File: config.mk
export PLATFORM = sky130hd
export DESIGN_NAME = alu_result_sink
export DESIGN_NICKNAME = d
export VERILOG_FILES = /design/src/rtl/alu_pkg.sv /design/src/rtl/alu_result_sink_res_fifo.sv /design/src/rtl/alu_result_sink.sv
export SDC_FILE = /design/constraint.sdc
export NUM_CORES = 1
export LEC_CHECK = 0
export ABC_AREA = 1
export CAP_MARGIN = 20
export CORE_MARGIN = 2
export CORE_UTILIZATION = 35
export CTS_CLUSTER_SIZE = 25
export DETAILED_ROUTE_END_ITERATION = 8
export GPL_ROUTABILITY_DRIVEN = 1
export HOLD_SLACK_MARGIN = 0.12
export PLACE_DENSITY = 0.59
export SLEW_MARGIN = 15
export SYNTH_ARGS = -nofsm -noshare
export SYNTH_HDL_FRONTEND = slang
export SYNTH_HIERARCHICAL = 1
export SYNTH_SLANG_ARGS = --single-unit
File: constraint.sdc
create_clock -name clk -period 5.7 [get_ports clk]
set_input_delay 0.57 -clock clk [delete_from_list [all_inputs] [get_ports clk]]
set_output_delay 0.57 -clock clk [all_outputs]
set_load 0.1 [all_outputs]
File: src/rtl/alu_pkg.sv
// alu_pkg
// Shared definitions for the ALU result path: function-select codes, the
// writeback op encoding and the packed queue entry carried from the ALU
// output stage into alu_result_sink.
package alu_pkg;

  localparam logic [4:0] FS_SLL  = 5'h0C;
  localparam logic [4:0] FS_SRL  = 5'h0D;
  localparam logic [4:0] FS_SRA  = 5'h0E;
  localparam logic [4:0] FS_MULT = 5'h1E;
  localparam logic [4:0] FS_DIV  = 5'h1F;

  typedef enum logic [1:0] {
    OP_WB   = 2'b00,  // ALU result to register file
    OP_MFHI = 2'b01,  // copy architectural HI to register file
    OP_MFLO = 2'b10,  // copy architectural LO to register file
    OP_NOWR = 2'b11   // flags only, no register write
  } op_e;

  // 2 + 5 + 5 + 32 + 32 + 4 = 80 bits
  typedef struct packed {
    op_e         op;
    logic [4:0]  fs;
    logic [4:0]  dest;
    logic [31:0] y_hi;
    logic [31:0] y_lo;
    logic        c;
    logic        v;
    logic        n;
    logic        z;
  } res_entry_t;

  // MULT and DIV produce a 64-bit HI:LO result rather than a register value.
  function automatic logic is_muldiv(input logic [4:0] fs);
    return (fs == FS_MULT) || (fs == FS_DIV);
  endfunction

endpackage

File: src/rtl/alu_result_sink_res_fifo.sv
// res_fifo
// In-order result queue with a registered occupancy count.
// Ports:
//   clk, reset   clock, asynchronous active-high reset (clears pointers/count)
//   push         write wr_data at the tail (ignored when full)
//   pop          drop the head entry (ignored when empty)
//   wr_data      entry to enqueue
//   head         entry at the head of the queue (valid when !empty)
//   full, empty  derived from the registered count only
module res_fifo
  import alu_pkg::*;
#(
  parameter int DEPTH = 2
) (
  input  logic       clk,
  input  logic       reset,
  input  logic       push,
  input  logic       pop,
  input  res_entry_t wr_data,
  output res_entry_t head,
  output logic       full,
  output logic       empty
);

  localparam int AW = $clog2(DEPTH);
  localparam int CW = AW + 1;

  res_entry_t      mem [DEPTH];
  logic [AW-1:0]   wr_ptr;
  logic [AW-1:0]   rd_ptr;
  logic [CW-1:0]   count;
  logic            do_push;
  logic            do_pop;

  assign full    = (count == CW'(DEPTH));
  assign empty   = (count == '0);
  assign do_push = push && !full;
  assign do_pop  = pop && !empty;
  assign head    = mem[rd_ptr];

  // Storage carries no reset; only the pointers and count define occupancy.
  always_ff @(posedge clk) begin
    if (do_push) begin
      mem[wr_ptr] <= wr_data;
    end
  end

  // DEPTH is a power of two, so the pointers wrap naturally.
  always_ff @(posedge clk or posedge reset) begin
    if (reset) begin
      wr_ptr <= '0;
      rd_ptr <= '0;
      count  <= '0;
    end else begin
      if (do_push) wr_ptr <= wr_ptr + AW'(1);
      if (do_pop)  rd_ptr <= rd_ptr + AW'(1);
      unique case ({do_push, do_pop})
        2'b10:   count <= count + CW'(1);
        2'b01:   count <= count - CW'(1);
        default: count <= count;
      endcase
    end
  end

endmodule

File: src/rtl/alu_result_sink.sv
// alu_result_sink
// Receiving end of the ALU result bus. Results are queued in order and
// retired one per cycle, updating HI/LO, the {C,V,N,Z} status register and
// the single register-file write port.
// Ports:
//   clk, reset                 clock, asynchronous active-high reset
//   in_valid / in_ready        result handshake; in_ready = queue not full
//   in_op, in_fs, in_dest      writeback op, producing function, destination
//   in_y_hi, in_y_lo           ALU result words
//   in_c, in_v, in_n, in_z     ALU flags
//   wb_stall                   register file cannot take a write this cycle
//   rf_we, rf_addr, rf_wdata   registered register-file write port
//   hi_q, lo_q                 architectural HI / LO
//   flags_q                    {C,V,N,Z}
//   retire_cnt                 entries retired since reset (wraps)
module alu_result_sink
  import alu_pkg::*;
#(
  parameter int DEPTH = 2
) (
  input  logic        clk,
  input  logic        reset,
  input  logic        in_valid,
  output logic        in_ready,
  input  logic [1:0]  in_op,
  input  logic [4:0]  in_fs,
  input  logic [4:0]  in_dest,
  input  logic [31:0] in_y_hi,
  input  logic [31:0] in_y_lo,
  input  logic        in_c,
  input  logic        in_v,
  input  logic        in_n,
  input  logic        in_z,
  input  logic        wb_stall,
  output logic        rf_we,
  output logic [4:0]  rf_addr,
  output logic [31:0] rf_wdata,
  output logic [31:0] hi_q,
  output logic [31:0] lo_q,
  output logic [3:0]  flags_q,
  output logic [31:0] retire_cnt
);

  res_entry_t  in_entry;
  res_entry_t  head;
  logic        full;
  logic        empty;
  logic        push;
  logic        pop;
  logic        head_md;
  logic        wr_req;
  logic        hilo_upd;
  logic        flag_upd;
  logic [31:0] wr_data;

  assign in_entry = '{op: op_e'(in_op), fs: in_fs, dest: in_dest,
                      y_hi: in_y_hi, y_lo: in_y_lo,
                      c: in_c, v: in_v, n: in_n, z: in_z};

  // in_ready comes straight from the registered count, so a pop on the same
  // edge never opens the queue combinationally.
  assign in_ready = !full;
  assign push     = in_valid && in_ready;
  assign pop      = !empty && !wb_stall;

  res_fifo #(
    .DEPTH (DEPTH)
  ) u_fifo (
    .clk     (clk),
    .reset   (reset),
    .push    (push),
    .pop     (pop),
    .wr_data (in_entry),
    .head    (head),
    .full    (full),
    .empty   (empty)
  );

  // Retire decode of the head entry.
  always_comb begin
    head_md  = is_muldiv(head.fs);
    wr_req   = 1'b0;
    hilo_upd = 1'b0;
    flag_upd = 1'b0;
    wr_data  = head.y_lo;
    unique case (head.op)
      OP_WB: begin
        wr_req   = !head_md;
        hilo_upd = head_md;
        flag_upd = 1'b1;
      end
      OP_MFHI: begin
        wr_req  = 1'b1;
        wr_data = hi_q;
      end
      OP_MFLO: begin
        wr_req  = 1'b1;
        wr_data = lo_q;
      end
      OP_NOWR: begin
        hilo_upd = head_md;
        flag_upd = 1'b1;
      end
      default: ;
    endcase
  end

  // Retire stage: outputs registered off the head at the popping edge.
  always_ff @(posedge clk or posedge reset) begin
    if (reset) begin
      rf_we      <= 1'b0;
      rf_addr    <= '0;
      rf_wdata   <= '0;
      hi_q       <= '0;
      lo_q       <= '0;
      flags_q    <= '0;
      retire_cnt <= '0;
    end else begin
      rf_we      <= 1'b0;
      // Assigned every edge (adding zero when idle) so the value always
      // reflects the register contents.
      retire_cnt <= retire_cnt + 32'(pop);
      if (pop) begin
        // Register $zero is never written.
        if (wr_req && (head.dest != 5'd0)) begin
          rf_we    <= 1'b1;
          rf_addr  <= head.dest;
          rf_wdata <= wr_data;
        end
        if (hilo_upd) begin
          hi_q <= head.y_hi;
          lo_q <= head.y_lo;
        end
        // MULT/DIV leave C undefined on the ALU side, so the old C is kept.
        if (flag_upd) begin
          flags_q <= {(head_md ? flags_q[3] : head.c), head.v, head.n, head.z};
        end
      end
    end
  end

endmodule

# After elaboration in Yosys (flattened, before gate mapping)
# Memory sizes are Yosys's and may differ from the RTL's.
# Cells that the tools add are included.
# Widths: inputs -> output; s select.
# word_totals
reg_bits	142
latchBits	0
ramBits	160
romBits	0
inputBits	84
output_inout_bits	139
mem_count	1
# memory_table
memory	depth	width	rd	rd_clocked_by_memory_dff	wr	line	source
u_fifo.mem	2	80	1	0	1	alu_result_sink_res_fifo.sv:28	res_entry_t mem [DEPTH];
# classes
n_addsub	5
multipliers	0
div_mod_pow	0
n_lt_le_gt_ge	0
eq_ne	8
shifts	0
mux	9
n_bitwise	1
n_reduce_logical	20
# op_table
op	n
$pmux 32 s2	1
$add 32x1->32	1
$eq 5x5->1 const B	2
$eq 2x2->1 const B	4
$mux 1	6
$reduce_and 2->1	3
$logic_and 1x1->1	5
$reduce_bool 5->1	1
$eq 2x1->1 const B	2
$logic_not 1->1	4
$logic_not 2->1	2
$pmux 2 s2	1
$reduce_or 2->1	2
$reduce_and 3->1	1
$add 1x1->1 const B	2
$add 2x1->2 const B	1
$pmux 1 s2	1
$reduce_bool 2->1	1
$sub 2x1->2 const B	1
$logic_or 1x1->1	1
$not 1->1	1

# Longest topological paths before layout
# Gate-level depths: netlist of run 1.
# An unclocked memory read counts as a cell.
# logic_depth
depth_word	8
depth_mapped	15
mapped_depth_nobuf	13

# Modules after synthesis
# The synthesis of run 1 kept the hierarchy.
# by_module_without_submodules
mod	instances	cells_each	area_per_inst_um2	seq_area_each_um2
alu_result_sink	1	911	6909.1	3453.3
res_fifo	1	451	6269.8	4904.7

# Least setup slack after synthesis of run 1
# Ideal clock, no wire load.
# synth_path
path_type	input to register
start	in in_valid
end	mem u_fifo/mem[1][0] in the netlist's numbering, enable pin
arrival_time_ns	4.152
t_required_ns	5.181
path_slack_ns	1.030
cell_stages	4
n_path_buf	0
cell_sequence	inv_1 > nor2_1 > o21ai_1 > nor2_1
# synth_via
elab_chain_cells	4
# synth_rtl
element	line	source
start, declared	alu_result_sink.sv:23	input logic in_valid,
$logic_and 1x1->1	alu_result_sink.sv:63	assign push = in_valid && in_ready;
net push	alu_result_sink.sv:48	logic push;
$logic_and 1x1->1	alu_result_sink_res_fifo.sv:37	assign do_push = push && !full;
$mux 1	alu_result_sink_res_fifo.sv:43	if (do_push) begin
$mux 1 (not written as such)	alu_result_sink_res_fifo.sv:44	mem[wr_ptr] <= wr_data;
end, declared	alu_result_sink_res_fifo.sv:28	
# The timed path passes the listed nets, and every way through them passes these cells.

==> results of run 1 <==
==> placed cells by master (no fill, tap or decap), drive strengths merged, types with 9 or more instances in the layout <==
| master | count |
|---|---|
| edfxtp | 158 |
| nand4 | 37 |
| buf | 13 |
| nand2 | 596 |
| inv | 107 |
| clkbuf | 47 |
| clkinv | 15 |
| xor2 | 9 |
| nand3b | 15 |
| dfrtp | 142 |
| nor2 | 59 |
| o21ai | 82 |
| clkdlybuf4s50 | 221 |
| nand3 | 70 |
==> critical path: stages, from the launching register on <==
cell and delay (ns):
dfrtp_4 0.87, nand2_1 0.10, o21ai_1 0.21, inv_1 0.11
ha_1 0.57, buf_4 0.38, inv_2 0.35, nand2_1 0.21
nand3_2 0.70, nand2_1 0.28, nand2_1 0.07
==> per-stage QoR <==
step | hold WS (ns) | cell area (um^2) | utilization
2_1_floorplan | 0.336 | 13100 | -
3_3_place_gp | 0.458 | 15500 | 0.422
3_5_place_dp | 0.462 | 15500 | 0.422
4_1_cts | 0.352 | 16600 | 0.452
5_1_grt | 0.393 | 16600 | 0.452
6_report | 0.362 | 16600 | 0.452
==> worst paths after layout <==
| path | startpoint | to | slack [ns] | cells after the start |
|---|---|---|---|---|
| worst min register to register | rf_wdata[17] | rf_wdata[17] | 0.47 | 2 |
| worst min-delay path | reset | u_fifo/wr_ptr | 0.36 | 2 |
| max in group asynchronous | reset | hi_q[15] | 3.85 | 3 |
| worst max register to register | u_fifo/rd_ptr | rf_wdata[21] | 1.67 | 10 |
| min in group clk | rf_wdata[17] | rf_wdata[17] | 0.47 | 2 |
| worst max-delay path | u_fifo/rd_ptr | rf_wdata[21] | 1.67 | 10 |
==> power groups by stage <==
stage          combinational, mW  clock, mW  sequential (mW)
2_1_floorplan               1.85          0             5.33
3_3_place_gp                4.96          0             3.38
3_5_place_dp                4.99          0             3.38
4_1_cts                     5.00       2.23             3.35
5_1_grt                     5.31       2.31             3.41
6_report                    4.96       2.17             3.34
==> layout make-up <==
type | instances | share of cell area
Sequential cell | 300 | 0.499
Timing Repair Buffer | 234 | 0.139
Multi-Input combinational cell | 884 | 0.235
Tap cell | 468 | 0.0352
Clock buffer | 47 | 0.0566
Inverter | 107 | 0.0245
Clock inverter | 17 | 0.0103
==> sequential cells by signal, summed over array words and instances (netlist names) <==
register,flops
hi_q,32
u_fifo/mem,158
u_fifo/count,2
rf_we,1
rf_wdata,32
flags_q,4
rf_addr,5
retire_cnt,32
lo_q,32
u_fifo/wr_ptr,1
u_fifo/rd_ptr,1
==> routing by layer <==
layer,track usage,up-vias
li1,-,4780
met1,0.250,4562
met2,0.298,265
met3,0.0429,52
met4,0.0498,0
met5,0,-
==> impl_metrics.env, run 1 <==
export IMPL_yosysWarnings=6
export IMPL_cts_hold_repair_buffers=0
export IMPL_overflow=0
export IMPL_postCtsSetupRepairBufs=0
export IMPL_power_switching_mw=5.22
export IMPL_cts_made_buffers=35
export IMPL_clk_pin_slew_ns=0.06
export IMPL_wl_met2_um=16400
export IMPL_n_fill_cell=3544
export IMPL_skew_ns=0.0220
export IMPL_routed_via_count=9659
export IMPL_synthCells=1357
export IMPL_final_nets=1653
export IMPL_drive_gt1_frac=0.0592
export IMPL_antenna_left=0
export IMPL_insertion_delay_ns=0.54
export IMPL_regArea_um2=8300
export IMPL_power_frac_comb=0.474
export IMPL_num_rows=70
export IMPL_fin_ws_ns=1.67
export IMPL_syn_to_final_growth_pct=26.8
export IMPL_grt_use_total=0.185
export IMPL_multi_input_area_um2=3910
export IMPL_place_port_buffers=221
export IMPL_root_buffer="clkbuf_16"
export IMPL_post_synth_cell_area_avg_um2=9.66
export IMPL_routed_wl_um=35500
export IMPL_setup_tns_ns=0
export IMPL_period_share=0.706
export IMPL_grt_setup_unrepaired="false"
export IMPL_dp_worst_setup_slack_ns=1.65
export IMPL_slew_viol_final=0
export IMPL_cts_tree="yes"
export IMPL_diodes=0
export IMPL_h_tree_depth=2
export IMPL_wl_per_cell_um=17.3
export IMPL_hold_viol=0
export IMPL_switching_share=0.499
export IMPL_drt_iter0_markers=594
export IMPL_worstMarginPinSlew_ns=1.11
export IMPL_design_power_total_mw=10.5
export IMPL_power_frac_seq=0.319
export IMPL_post_route_min_period_ns=4.03
export IMPL_status="finished clean"
export IMPL_clockBufferDepth=3
export IMPL_initial_core_util=0.356
export IMPL_placed_cells=1993
export IMPL_wl_met1_um=16100
export IMPL_die_w_um=198
export IMPL_critPathRequiredTime_ns=6.11
export IMPL_fp_coreArea_um2=36800
export IMPL_p_leak_nw=7.39
export IMPL_critPathCaptureType="register"
export IMPL_max_freq_mhz=248
export IMPL_finalSetupViolations=0
export IMPL_via_per_inst=4.70
export IMPL_grt_pass1_vias=9598
export IMPL_clock_sinks=300
export IMPL_start_kind="register"
export IMPL_crit_type="reg -> reg"
export IMPL_p_int_mw=5.25
export IMPL_grt_max_degree=97
export IMPL_gp_congestion=0.961
export IMPL_clockPowerShare=0.208
export IMPL_hp_class="in -> async"
export IMPL_cap_violations=0
export IMPL_synth_cell_area_um2=13100
export IMPL_arrival_ns=4.43
export IMPL_synth_fp_nets=1448
export IMPL_routed_top_layer="met4"
export IMPL_cts_resized_gates=0
export IMPL_io_pins=223
export IMPL_drc=0
export IMPL_antenna_found_initial=0
export IMPL_crit_fanout=67
export IMPL_power_density_nw_per_um2=630
export IMPL_met3_length_um=2250
export IMPL_first_pass_iters=5
export IMPL_vdd_ir_drop_max_v=0.000459
export IMPL_relSlewSlack=0.261
export IMPL_grt_pass1_wl_um=55200
export IMPL_chipHeight_um=198
export IMPL_die_area_um2=39000
export IMPL_layout_cells_non_filler=2057
export IMPL_dp_hpwl_um=23900
(Power assumes the default switching activity.)
==> run 2, diff against run 1 <==
PLACE_DENSITY = 0.61   (was 0.59)
clock period = 3.4 ns   (was 5.7 ns; I/O delays follow)
==> run 2 against run 1 <==
  * Highest routed layer is now met5
  * Clock power up 63%
  * Flip-flop and latch count did not move
  * Largest power group unchanged
  * Critical path depth is 2 lower
==> impl_metrics.env, run 2 (same netlist as run 1, synthesis figures left out) <==
export IMPL_hp_class="in -> reg"
export IMPL_skew_ns=0.0206
export IMPL_die_area_um2=39000
export IMPL_fin_hold_ws_ns=0.393
export IMPL_clockPowerShare=0.200
export IMPL_arrival_ns=3.13
export IMPL_grt_pass1_vias=9588
export IMPL_cts_tree="yes"
export IMPL_overflow=0
export IMPL_grt_pass1_wl_um=55500
export IMPL_largest_reg_flops=158
export IMPL_antenna_found_initial=2
export IMPL_power_switching_mw=8.79
export IMPL_cts_made_buffers=35
export IMPL_drt_iter0_markers=682
export IMPL_chipHeight_um=198
export IMPL_hp_start="in_fs[4]"
export IMPL_period_share=0.804
export IMPL_final_nets=1663
export IMPL_mostFrequentLayoutCells="nand2_1 (584), clkdlybuf4s50_1 (221), edfxtp_1 (158), dfrtp_1 (141), inv_1 (101)"
export IMPL_post_dp_cell_area_um2=15700
export IMPL_crit_type="reg -> reg"
export IMPL_clockBufferDepth=3
export IMPL_hold_path_depth=1
export IMPL_cts_resized_gates=0
export IMPL_p_int_mw=8.84
export IMPL_initial_core_util=0.356
export IMPL_status="finished clean"
export IMPL_dp_hpwl_um=24500
export IMPL_critPathRequiredTime_ns=3.79
export IMPL_finalSetupViolations=0
export IMPL_postCtsSetupRepairBufs=0
export IMPL_final_cell_area_um2=16800
export IMPL_crit_fanout=38
export IMPL_gp_congestion=0.928
export IMPL_min_to="u_fifo/mem[0][77]"
export IMPL_place_port_buffers=221
export IMPL_die_w_um=198
export IMPL_first_pass_iters=4
export IMPL_slew_viol_final=0
export IMPL_relSlewSlack=0.268
export IMPL_antenna_left=0
export IMPL_design_power_total_mw=17.6
export IMPL_grt_setup_unrepaired="false"
export IMPL_setup_tns_ns=0
export IMPL_post_route_min_period_ns=2.73
export IMPL_p_leak_nw=7.47
export IMPL_power_frac_comb=0.487
export IMPL_h_tree_depth=2
export IMPL_power_frac_seq=0.313
export IMPL_routed_wl_um=36200
export IMPL_cts_hold_repair_buffers=1
export IMPL_root_buffer="clkbuf_16"
export IMPL_io_pins=223
export IMPL_drc=0
export IMPL_max_freq_mhz=366
export IMPL_clk_pin_slew_ns=0.06
export IMPL_critPathCaptureType="register"
export IMPL_start_kind="register"
export IMPL_syn_to_final_growth_pct=28.1
export IMPL_num_rows=70
export IMPL_clock_sinks=300
export IMPL_power_density_nw_per_um2=1050
export IMPL_switching_share=0.499
export IMPL_n_fill_cell=3457
export IMPL_grt_use_total=0.186
export IMPL_wl_per_cell_um=17.5
export IMPL_r2r_slack_ns=0.67
export IMPL_via_per_inst=4.70
export IMPL_regToRegEndpoint="rf_wdata[25]"
export IMPL_grt_max_degree=81
export IMPL_regMostFlops="u_fifo/mem"
export IMPL_vdd_ir_drop_max_v=0.000780
export IMPL_hold_viol=0
export IMPL_worstMarginPinSlew_ns=1.09
export IMPL_routed_via_count=9710
export IMPL_worstRegToRegCells=8
export IMPL_final_common_cell="nand2_1"
export IMPL_fp_coreArea_um2=36800
export IMPL_r2r_start="u_fifo/rd_ptr"
export IMPL_drive_gt1_frac=0.0651
export IMPL_cap_violations=0
export IMPL_insertion_delay_ns=0.52
run 2: through the flow:
| step | cells | utilization | setup slack [ns] |
|---|---|---|---|
| 4_1_cts | 2065 | 0.456 | 0.599 |
| 2_1_floorplan | 1357 | - | 0.154 |
| 6_report | 2067 | 0.457 | 0.667 |
| 5_1_grt | 2067 | 0.457 | 0.406 |
| 3_5_place_dp | 2001 | 0.426 | 0.627 |
| 3_3_place_gp | 2001 | 0.426 | 0.757 |
run 2: worst max-delay path by stage:
| stage | from | end |
|---|---|---|
| after floorplan | u_fifo/count[1] | u_fifo/mem[1][0] |
| after global placement | u_fifo/rd_ptr | rf_wdata[28] |
| after global routing | u_fifo/rd_ptr | rf_addr[1] |
| after CTS | u_fifo/rd_ptr | rf_wdata[25] |
| final | u_fifo/rd_ptr | rf_wdata[25] |
| after detailed placement | u_fifo/rd_ptr | rf_wdata[25] |
run 2: power groups by stage:
| stage | logic [mW] | clock network, mW | registers, mW |
|---|---|---|---|
| global placement | 8.54 | 0 | 5.57 |
| finish | 8.58 | 3.53 | 5.52 |
| detailed placement | 8.61 | 0 | 5.59 |
| floorplan | 3.11 | 0 | 8.92 |
| CTS | 8.64 | 3.61 | 5.53 |
| global route | 9.14 | 3.77 | 5.63 |
run 2: routing by layer:
metal  vias to the layer above  global-route usage  part of all wire
met5                         -                   0           0.00028
met4                         2              0.0524             0.020
met3                        50              0.0488             0.071
met2                       287               0.299              0.46
met1                      4573               0.249              0.45
li1                       4798                   -                 -
run 2: final cells by class:
class	instances	area [um^2]	share of cell area
sequential	300	8300	0.494
clock buffer	51	997	0.0594
antenna	1	2.50	0.000149
multi-input combinational	884	3910	0.233
tap	468	586	0.0349
clock inverter	12	81.3	0.00484
inverter	107	407	0.0242
timing repair buffer	244	2510	0.150
run 2: critical path: stages (launching register included):
cell and delay, ns:
dfrtp_4 0.60, o21ai_1 0.31, inv_1 0.11, ha_1 0.39, inv_2 0.06, nand2_1 0.10
nand3_2 0.69, nand2_1 0.28, nand2_1 0.07
==> run 3, diff against run 2 <==
PLACE_DENSITY = 0.59   (was 0.61)
clock period = 2.78 ns   (was 3.4 ns; I/O delays follow)
==> run 3 against run 2 <==
  * Combinational power grew 21%
  * Non-clock buffer count grew 10
  * Utilization fell by 0.34 points
  * Sequential share of layout area up 0.37 points
  * Highest routed layer is now met4
  * Final cell count rose by 0.68%
  * Clock skew shrank 0.0015 ns
  * Die area unchanged
  * Critical path type unchanged
  * Flip-flop and latch count is the same
  * Worst setup slack worse by 0.41 ns
  * Worst hold slack worse by 0.065 ns
  * Sequential power grew 22%
  * Via count up 0.36%
==> impl_metrics.env, run 3 (same netlist as run 1, synthesis figures left out) <==
export IMPL_status="finished clean"
export IMPL_vdd_ir_drop_max_v=0.000598
export IMPL_hp_start="in_v"
export IMPL_final_common_cell="nand2_1"
export IMPL_io_pins=223
export IMPL_dp_hpwl_um=24500
export IMPL_clk_pin_slew_ns=0.06
export IMPL_overflow=0
export IMPL_placed_cells=2011
export IMPL_slew_viol_final=0
export IMPL_crit_fanout=19
export IMPL_antenna_found_initial=2
export IMPL_wl_per_cell_um=17.2
export IMPL_routed_via_count=9745
export IMPL_hp_class="in -> reg"
export IMPL_via_per_inst=4.68
export IMPL_grt_use_total=0.184
export IMPL_post_route_min_period_ns=2.52
export IMPL_finalSetupViolations=0
export IMPL_layout_cells_non_filler=2081
export IMPL_worstMarginPinSlew_ns=0.596
export IMPL_final_nets=1674
export IMPL_hold_viol=0
export IMPL_chipHeight_um=198
export IMPL_clock_sinks=300
export IMPL_num_rows=70
export IMPL_arrival_ns=2.97
export IMPL_place_port_buffers=221
export IMPL_design_power_total_mw=22.0
export IMPL_p_leak_nw=7.83
export IMPL_fp_coreArea_um2=36800
export IMPL_syn_to_final_growth_pct=27.2
export IMPL_mostFrequentLayoutCells="nand2_1 (584), buf_4 (163), edfxtp_1 (158), dfrtp_1 (141), inv_1 (101)"
export IMPL_drive_gt1_frac=0.160
export IMPL_initial_core_util=0.356
export IMPL_period_share=0.906
export IMPL_crit_type="reg -> reg"
export IMPL_critPathRequiredTime_ns=3.23
export IMPL_cts_tree="yes"
export IMPL_max_freq_mhz=397
export IMPL_regMostFlops="u_fifo/mem"
export IMPL_drc=0
export IMPL_critPathCaptureType="register"
export IMPL_start_kind="register"
export IMPL_postCtsSetupRepairBufs=0
export IMPL_setup_tns_ns=0
export IMPL_antenna_left=0
export IMPL_first_pass_iters=5
export IMPL_fin_hold_ws_ns=0.328
export IMPL_grt_setup_unrepaired="false"
export IMPL_h_tree_depth=2
export IMPL_crit_start="u_fifo/rd_ptr"
export IMPL_largest_reg_flops=158
export IMPL_routed_wl_um=35700
export IMPL_die_area_um2=39000
export IMPL_clockBufferDepth=3
export IMPL_skew_ns=0.0191
export IMPL_grt_max_degree=115
export IMPL_insertion_delay_ns=0.53
export IMPL_drt_iter0_markers=655
export IMPL_gp_congestion=0.908
export IMPL_cap_violations=0
export IMPL_grt_pass1_vias=9217
export IMPL_cts_made_buffers=36
export IMPL_grt_pass1_wl_um=54500
export IMPL_r2r_start="u_fifo/rd_ptr"
export IMPL_power_density_nw_per_um2=1320
export IMPL_relSlewSlack=0.602
export IMPL_root_buffer="clkbuf_16"
export IMPL_die_w_um=198
-- run 3: cell count changes in the layout (fill, tap and decap cells not counted) --
cell	delta
buf_16	+1
clkinv_2	+2
inv_6	-1
bufinv_16	+7
clkbuf_8	-3
diode_2	+2
clkbuf_1	-3
buf_4	+151
buf_12	-3
clkdlybuf4s50_1	-139
-- run 3: layout make-up --
class	count	area, um^2
Fill cell	3536	20100
Sequential cell	300	8300
Multi-Input combinational cell	884	3910
Timing Repair Buffer	254	2220
Clock buffer	45	945
Tap cell	468	586
Inverter	107	407
Clock inverter	20	293
Antenna cell	3	7.51
-- run 3: power by group --
| group | leakage (nW) | switching (mW) | internal (mW) |
|---|---|---|---|
| Combinational | 3.86 | 8.14 | 2.21 |
| Clock | 0.612 | 1.86 | 3.07 |
| Sequential | 3.36 | 0.771 | 5.99 |
| Total | 7.83 | 10.8 | 11.3 |
-- run 3: critical path, cell delays in order (launching register included) --
cell and delay [ns]:
dfrtp_4 0.59, o21ai_1 0.33, inv_1 0.12, ha_1 0.37, inv_2 0.27, nand2_1 0.24
nand3_2 0.12, buf_4 0.26, nand2_1 0.08, nand2_1 0.06
-- run 3: metal layers --
layer	vias to the layer above	global-route usage	routed length [um]
li1	4836	-	-
met1	4533	0.251	15700
met2	325	0.285	16400
met3	51	0.0487	2870
met4	0	0.0629	825
met5	-	0	0
-- run 3: metrics by stage --
step	cell area [um^2]	setup WS (ns)	util
global route	16700	0.0753	0.453
global placement	15400	0.353	0.418
CTS	16600	0.259	0.452
detailed placement	15400	0.275	0.418
floorplan	13100	0.0614	-
finish	16700	0.261	0.453
-- run 3: path summary, 6_finish.rpt --
path / to / depth (start not counted) / slack [ns]
min in group asynchronous: u_fifo/wr_ptr / 3 / 0.61
worst min-delay path: u_fifo/mem[0][2] / 1 / 0.33
worst min register to register: rf_wdata[30] / 2 / 0.47
max in group asynchronous: rf_wdata[9] / 4 / 1.46
worst max register to register: rf_addr[2] / 9 / 0.26
worst max-delay path: rf_addr[2] / 9 / 0.26
-- run 3: repair_timing --
item,in CTS,in global routing
endpoints found under the hold margin,4,0
hold buffers,1,0
gates resized for setup,0,0
==> RTL change (flow settings as in run 3) <==
`DEPTH` is set to 2 in 2 places; all go to 4.
--- a/src/rtl/alu_result_sink_res_fifo.sv
+++ b/src/rtl/alu_result_sink_res_fifo.sv
@@ -10,7 +10,7 @@
 module res_fifo
   import alu_pkg::*;
 #(
-  parameter int DEPTH = 2
+  parameter int DEPTH = 4
 ) (
   input  logic       clk,
   input  logic       reset,
--- a/src/rtl/alu_result_sink.sv
+++ b/src/rtl/alu_result_sink.sv
@@ -16,7 +16,7 @@
 module alu_result_sink
   import alu_pkg::*;
 #(
-  parameter int DEPTH = 2
+  parameter int DEPTH = 4
 ) (
   input  logic        clk,
   input  logic        reset,
Check against the original RTL: not equivalent (a bounded check fails within 4 cycles, from zero or initial values and one cycle with reset high).
==> RTL change against run 3 <==
  * Power is 48% higher
  * Critical endpoint is now flags_q[3]
  * Global-route usage is 0.57 points higher
  * Largest cell class unchanged
  * Area after synthesis is 52% higher
  * Final area is 46% higher
  * Highest routed layer is now met5
  * Sequential cell count is 161 higher
  * Non-clock buffer count is 8 higher
  * Setup slack better by 0.050 ns
  * Wire length is 56% higher
  * Critical path type unchanged
==> RTL change: results (changes against run 3) <==
Global route
  • Met3 layer usage reported by global route: 4.99% (+0.12 points)
  • Number of antenna violations at the first check in global routing: 9 (+7)
  • Met1 global-route usage: 24.2% (-0.89 points)
  • Global-route met2 utilization: 31.2% (+2.7 points)
  • First-pass GRT wire length: 85.1 mm (+56%)

Power
  • Worst-case vdd ir drop: 1.13 mV (+89%)
  • Standby leakage power: 10.7 nW (+37%)
  • Proportion of total power due to net switching: 48.4% (-0.43 points)

Cells and area
  • Fill count: 5400 (+53%)
  • Post-layout utilization of the core: 43.2% (-2.1 points)

Outcome
  • Outcome: complete, no violations

Placed design
  • Detailed-placement wirelength estimate: 36.0 mm (+47%)
  • Cell area reported after detailed placement: 0.0226 mm² (+47%)
  • Post-placement worst setup slack: 0.330 ns (+0.0555 ns)
  • Final GP Congestion: 0.837 (-7.8%)

Drt
  • Top layer reached by signal wires: met5
  • Drt total wl: 55.9 mm (+56%)
  • Routed length on met2: 26.6 mm (+63%)

STA
  • Worst slack on hold paths: 0.289 ns (-0.0390 ns)
  • Worst slew margin: 36.9% (-23 points)

Synthesis
  • Synthesized netlist cell count: 1895 (+40%)

Worst setup path
  • Setup slack, reg-to-reg: 0.31 ns (+0.05 ns)
  • Arrival @ worst endpoint: 2.95 ns (-0.02 ns)
  • Largest fanout on the critical path: 56 (+37)
  • Cell with the biggest individual delay on the critical path: sky130_fd_sc_hd__dfrtp_2

Min path
  • Hold_sp: in_y_lo[11]
  • Terminating pin of the worst hold path: u_fifo/mem[0][15]

Clock tree
  • Later-pin clock latency in the skew report: 0.61 ns (+0.08 ns)
RTL change: power by group through the flow:
stage	Sequential, mW	Clock (mW)	Combinational [mW]
2_1_floorplan	15.0	0	6.74
3_3_place_gp	10.3	0	15.4
3_5_place_dp	10.4	0	15.5
4_1_cts	10.2	7.08	15.6
5_1_grt	10.4	7.35	16.6
6_report	10.2	6.94	15.4
RTL change: how the worst max path moves through the flow:
stage	to	slack (ns)	cells past startpoint
after floorplan	u_fifo/mem[0][0]	-0.68	6
final	flags_q[3]	0.31	10
after global placement	flags_q[3]	0.33	10
after detailed placement	u_fifo/count[1]	0.33	8
after CTS	rf_wdata[18]	0.33	11
after global routing	u_fifo/count[2]	0.13	12
RTL change: final cells by class:
cell class / instances / area share [%]
clock inverters: 29 / 1.49
multi-input cells: 1139 / 22.3
inverters: 195 / 3.05
well taps: 756 / 3.89
flip-flops and latches: 461 / 53.9
diodes: 5 / 0.0514
clock buffers: 65 / 5.54
repair buffers: 262 / 9.76
